## config.mk

```make
export PLATFORM = sky130hd
export DESIGN_NAME = de_scoreboard_stage
export DESIGN_NICKNAME = d
export VERILOG_FILES = /design/src/rtl/de_scoreboard_stage.sv
export SDC_FILE = /design/constraint.sdc
export NUM_CORES = 1
export LEC_CHECK = 0
export ABC_AREA = 0
export CAP_MARGIN = 20
export CORE_ASPECT_RATIO = 2
export CORE_MARGIN = 4
export CORE_UTILIZATION = 30
export DETAILED_ROUTE_END_ITERATION = 6
export GPL_TIMING_DRIVEN = 0
export HOLD_SLACK_MARGIN = 0.15
export SLEW_MARGIN = 0
export SYNTH_ARGS = -nofsm -noshare
export SYNTH_HDL_FRONTEND = slang
export SYNTH_SLANG_ARGS = --single-unit
```

## constraint.sdc

```tcl
create_clock -name clk -period 9.7 [get_ports clk]
set_input_delay 1.455 -clock clk [delete_from_list [all_inputs] [get_ports clk]]
set_output_delay 1.455 -clock clk [all_outputs]
set_load 0.01 [all_outputs]
```

## src/rtl/de_scoreboard_stage.sv

```systemverilog
// de_scoreboard_stage: LC-3b decode stage with per-register pending-write counters,
// optional writeback bypass and the AGEX input latch.
module de_scoreboard_stage #(
    parameter int DATA_W   = 16,
    parameter int NREG     = 8,
    parameter int CS_W     = 20,
    parameter int MAX_INFL = 3,
    parameter int FWD_EN   = 0,
    localparam int RID_W   = $clog2(NREG),
    localparam int CNT_W   = $clog2(MAX_INFL + 1)
) (
    input  logic              clk,
    input  logic              reset,
    input  logic              de_v,
    input  logic [DATA_W-1:0] de_npc,
    input  logic [RID_W-1:0]  de_sr1_id,
    input  logic [RID_W-1:0]  de_sr2_id,
    input  logic              de_sr1_needed,
    input  logic              de_sr2_needed,
    input  logic [RID_W-1:0]  de_dr_id,
    input  logic              de_ld_reg,
    input  logic              de_ld_cc,
    input  logic              de_br_op,
    input  logic              de_br_stall,
    input  logic [CS_W-1:0]   de_cs,
    input  logic              mem_stall,
    input  logic              wb_v,
    input  logic [RID_W-1:0]  wb_dr,
    input  logic [DATA_W-1:0] wb_data,
    input  logic              wb_ld_cc,
    input  logic [2:0]        wb_cc,
    output logic              dep_stall,
    output logic              ld_de,
    output logic              v_de_br_stall,
    output logic              agex_v,
    output logic [DATA_W-1:0] agex_npc,
    output logic [DATA_W-1:0] agex_sr1,
    output logic [DATA_W-1:0] agex_sr2,
    output logic [RID_W-1:0]  agex_drid,
    output logic              agex_ld_reg,
    output logic              agex_ld_cc,
    output logic [CS_W-1:0]   agex_cs,
    output logic [2:0]        agex_cc,
    output logic              sb_err
);
    localparam logic [CNT_W-1:0] FULL = CNT_W'(MAX_INFL);
    localparam logic [CNT_W-1:0] ONE = CNT_W'(1);
    localparam logic FWD = FWD_EN != 0;

    logic [DATA_W-1:0] rf [NREG];
    logic [CNT_W-1:0]  cnt [NREG];
    logic [CNT_W-1:0]  cc_cnt;
    logic [2:0]        cc;
    logic [NREG-1:0]   pend, reg_inc, reg_dec, reg_uf;
    logic              cc_pend, cc_inc, cc_dec, cc_uf, issue;
    logic [DATA_W-1:0] sr1_data, sr2_data;
    logic [2:0]        cc_data;

    // A writeback retiring the last outstanding write clears the pending state early when bypassing.
    always_comb begin
        pend = '0;
        reg_inc = '0;
        reg_dec = '0;
        reg_uf = '0;
        for (int i = 0; i < NREG; i++) begin
            pend[i] = cnt[i] != '0 && !(FWD && wb_v && wb_dr == RID_W'(i) && cnt[i] == ONE);
            reg_inc[i] = issue && de_ld_reg && de_dr_id == RID_W'(i);
            reg_dec[i] = wb_v && wb_dr == RID_W'(i);
            reg_uf[i] = reg_dec[i] && !reg_inc[i] && cnt[i] == '0;
        end
    end

    assign cc_pend = cc_cnt != '0 && !(FWD && wb_ld_cc && cc_cnt == ONE);
    assign cc_inc = issue & de_ld_cc;
    assign cc_dec = wb_ld_cc;
    assign cc_uf = cc_dec & ~cc_inc & (cc_cnt == '0);

    assign dep_stall = de_v & ((de_sr1_needed & pend[de_sr1_id]) | (de_sr2_needed & pend[de_sr2_id]) |
                               (de_br_op & cc_pend) | (de_ld_reg & (cnt[de_dr_id] == FULL)) |
                               (de_ld_cc & (cc_cnt == FULL)));
    assign ld_de = ~dep_stall & ~mem_stall;
    assign v_de_br_stall = de_v & de_br_stall;
    assign issue = de_v & ~dep_stall & ~mem_stall;

    assign sr1_data = (FWD && wb_v && wb_dr == de_sr1_id) ? wb_data : rf[de_sr1_id];
    assign sr2_data = (FWD && wb_v && wb_dr == de_sr2_id) ? wb_data : rf[de_sr2_id];
    assign cc_data = (FWD && wb_ld_cc) ? wb_cc : cc;

    always_ff @(posedge clk or posedge reset) begin
        if (reset) begin
            for (int i = 0; i < NREG; i++) begin
                rf[i] <= '0;
                cnt[i] <= '0;
            end
            cc <= 3'b010;
            cc_cnt <= '0;
            sb_err <= 1'b0;
            agex_v <= 1'b0;
            agex_npc <= '0;
            agex_sr1 <= '0;
            agex_sr2 <= '0;
            agex_drid <= '0;
            agex_ld_reg <= 1'b0;
            agex_ld_cc <= 1'b0;
            agex_cs <= '0;
            agex_cc <= '0;
        end else begin
            for (int i = 0; i < NREG; i++) begin
                if (reg_inc[i] && !reg_dec[i]) cnt[i] <= cnt[i] + ONE;
                else if (reg_dec[i] && !reg_inc[i] && cnt[i] != '0) cnt[i] <= cnt[i] - ONE;
            end
            if (cc_inc && !cc_dec) cc_cnt <= cc_cnt + ONE;
            else if (cc_dec && !cc_inc && cc_cnt != '0) cc_cnt <= cc_cnt - ONE;
            if (|reg_uf || cc_uf) sb_err <= 1'b1;
            if (wb_v) rf[wb_dr] <= wb_data;
            if (wb_ld_cc) cc <= wb_cc;
            if (!mem_stall) begin
                agex_v <= de_v & ~dep_stall;
                agex_npc <= de_npc;
                agex_sr1 <= sr1_data;
                agex_sr2 <= sr2_data;
                agex_drid <= de_dr_id;
                agex_ld_reg <= de_ld_reg;
                agex_ld_cc <= de_ld_cc;
                agex_cs <= de_cs;
                agex_cc <= cc_data;
            end
        end
    end
endmodule

```

==> metrics <==
unrepaired setup endpoints after global routing=false; initial core utilization=30.5%; final global-route overflow total=0; wirelength, routed=32,600 µm; vias=7,599; Largest Register=rf; Tcrit/Tclk final=62.0%; maxcap violations=0; Fin. Hold Viols=0; Final Setup Violations=0; most used cell, CP=clkdlybuf4s50_1; initial antenna violation count=3; top flop regs=rf x128, agex_cs x20; Post-Layout Cell Count=1,466; part of the power in combinational logic=22.7%; fraction of power spent switching nets=27.7%; clock tree buffer depth=3; switching power=0.000786 W; clk_skew=0.0119 ns; crit path time final=6.01 ns; clk_lat worst skew=0.52 ns; Pins Over Slew Limit=0; Max stage delay on crit path=0.60 ns; # port buffers=150; Design Area, Final=0.0139 mm²; Slew @ Worst Pin=1.07 ns; core area=0.0359 mm²; ys flop type=dfrtp_1; pin count of the biggest net entering global routing=126; asr flop ratio synth=100%; sequential share of power=44.8%; ordered list of cells on the worst path=clkdlybuf4s50_1 -> clkbuf_1 -> o21ai_0 -> a221o_1 -> a2111oi_4 -> buf_4 -> nor2b_1 -> nor2_1 -> clkdlybuf4s50_1; placed cells=1,417; routability cong.=0.876; area grow syn2layout=27.2%; Internal=0.00205 W; synth warn=0; pwr/cell area=203 mW/mm²; CTS hold repair buffers=0; max reg flops=128; fmax=0.166 GHz; Slowest-stage cell, CP=clkdlybuf4s50_1; routed len/inst=22.2 µm; CTS tree=yes; distinct cell type count after synthesis=48; slew margin rel.=28.6%; clock sinks=227; post_cts resized=0; Clock H-tree levels=1; Pleak=5.73 nW; CTS Buf Count=22; Post-Syn Area per Cell=13.5 µm²; I/O pins=160; area post-placement=0.0131 mm²; Synth Cell Area=0.0110 mm²; Critical Path RT=8.25 ns; Hold Path Class=reg -> reg; final layout net count=1,076; Final Total Pwr=0.00284 W; Cells after Synth=815; CP Capture Type=output port; Vias/cell=5.18; DRC Markers=0; first-pass GRT wire length=49,900 µm; Setup Buffers After CTS=0; worst-path fanout max=10; layout cells sized above 1=27.6%; die area=0.0399 mm²; VDD IR max=0.126 mV; status=finished clean; sequential area share after synthesis=51.8%; # rows=98; Die H=278 µm; Setup crit start kind=primary input; critical path class=in -> out; Clock transition at path regs=0.07 ns; final worst slack=3.69 ns; Post-synth EDFFs=0; GRT Total Usage=16.4%; vias in the first global route=8,287; Initial DRC Count=360; clock group share of total power=32.5%; drt pass-1 iters=5; pre-CTS setup slack=3.67 ns; Yosys reg bits=227; CP arrival=4.56 ns; Antenna Nets Post-Route=0; Die Wd=143 µm; hpwl dp=23,700 µm; fin util=38.8%; clock root buffer=clkbuf_16; syn_nets=894
==> power by group through the flow <==
| stage | Sequential, W | Clock [W] | Combinational, W |
|---|---|---|---|
| 3_5_place_dp | 0.00129 | 0 | 0.000650 |
| 6_report | 0.00127 | 0.000923 | 0.000643 |
| 4_1_cts | 0.00127 | 0.000950 | 0.000652 |
| 2_1_floorplan | 0.00127 | 0 | 0.000377 |
| 3_3_place_gp | 0.00127 | 0 | 0.000636 |
| 5_1_grt | 0.00130 | 0.000984 | 0.000698 |
==> worst max-delay path: cells and delay by family <==
| family | cells | cell delay, ns |
|---|---|---|
| and+or+nand+nor | 2 | 0.17 |
| AOI/OAI and AO/OA | 3 | 1.05 |
| buffers and inverters | 4 | 1.87 |
==> layer usage <==
metal	up-vias	track usage (%)	wire length, µm
met5	-	0	0
met2	226	31.0	18200
met4	0	9.00	1850
li1	3384	-	-
met3	83	2.60	1530
met1	3906	16.6	11000
==> final cells by class <==
cell class                      instances  area (µm²)
Multi-Input combinational cell        526        5040
Buffer                                 50         200
Antenna cell                            3        7.51
Timing Repair Buffer                  158        1630
Tap cell                              450         563
Inverter                               12        52.6
Clock buffer                           33         673
Sequential cell                       227        5680
Clock inverter                          7        93.8
Fill cell                            3438       22000
==> stage by stage <==
stage	hold slack, ns	TNS [ns]
floorplan	0.458	0
detailed placement	0.473	0
global placement	0.471	-258.37
finish	0.487	0
global route	0.512	0
CTS	0.492	0
==> placed cells by master, fill, tap and decap left out, types with 6 or more instances in the layout <==
cell	count
buf_1	9
clkbuf_1	42
nor2_1	16
a21boi_0	6
clkbuf_8	6
nor3_1	7
nor2b_1	6
clkdlybuf4s50_1	150
inv_1	11
mux4_2	67
mux2_2	158
a21oi_1	14
dfrtp_1	226
mux2i_1	35
nand3_1	7
clkbuf_16	23
buf_8	6
o21ai_0	41
nand2_1	104
==> final timing paths <==
kind / startpoint / end / slack (ns) / cells past startpoint
worst max register to register: cnt[0] / sb_err / 6.61 / 7
worst min-delay path: agex_sr1[13] / agex_sr1[13] / 0.49 / 2
worst max-delay path: de_sr2_id[1] / ld_de / 3.69 / 9
worst min register to register: agex_sr1[13] / agex_sr1[13] / 0.49 / 2
min in group asynchronous: reset / agex_cs[11] / 1.43 / 2
max in group asynchronous: reset / agex_sr1[5] / 7.05 / 3
==> kinds of logic (layout without fill, tap and decap cells) <==
kind of cell    after synthesis  after routing  synth area share (%)
flops                       227            227                  51.8
other cells                   0              3                     0
compound gates               92             92                  5.38
buf+inv                      62            260                  2.24
simple gates                172            172                  7.21
mux                         260            260                  33.2
xor+xnor                      2              2                 0.160
==> Yosys cell counts (all sizes together), types with 7 or more instances <==
cell type | number | area (µm²)
nand2 | 104 | 390
nor3 | 8 | 45.0
mux2i | 35 | 350
mux2 | 158 | 1780
nor2 | 16 | 60.1
nand3 | 7 | 35.0
o21ai | 41 | 205
inv | 12 | 45.0
clkbuf | 38 | 143
buf | 12 | 57.6
a21oi | 14 | 70.1
mux4 | 67 | 1510
dfrtp | 226 | 5660
No activity file was read; power rests on OpenSTA's default activity.
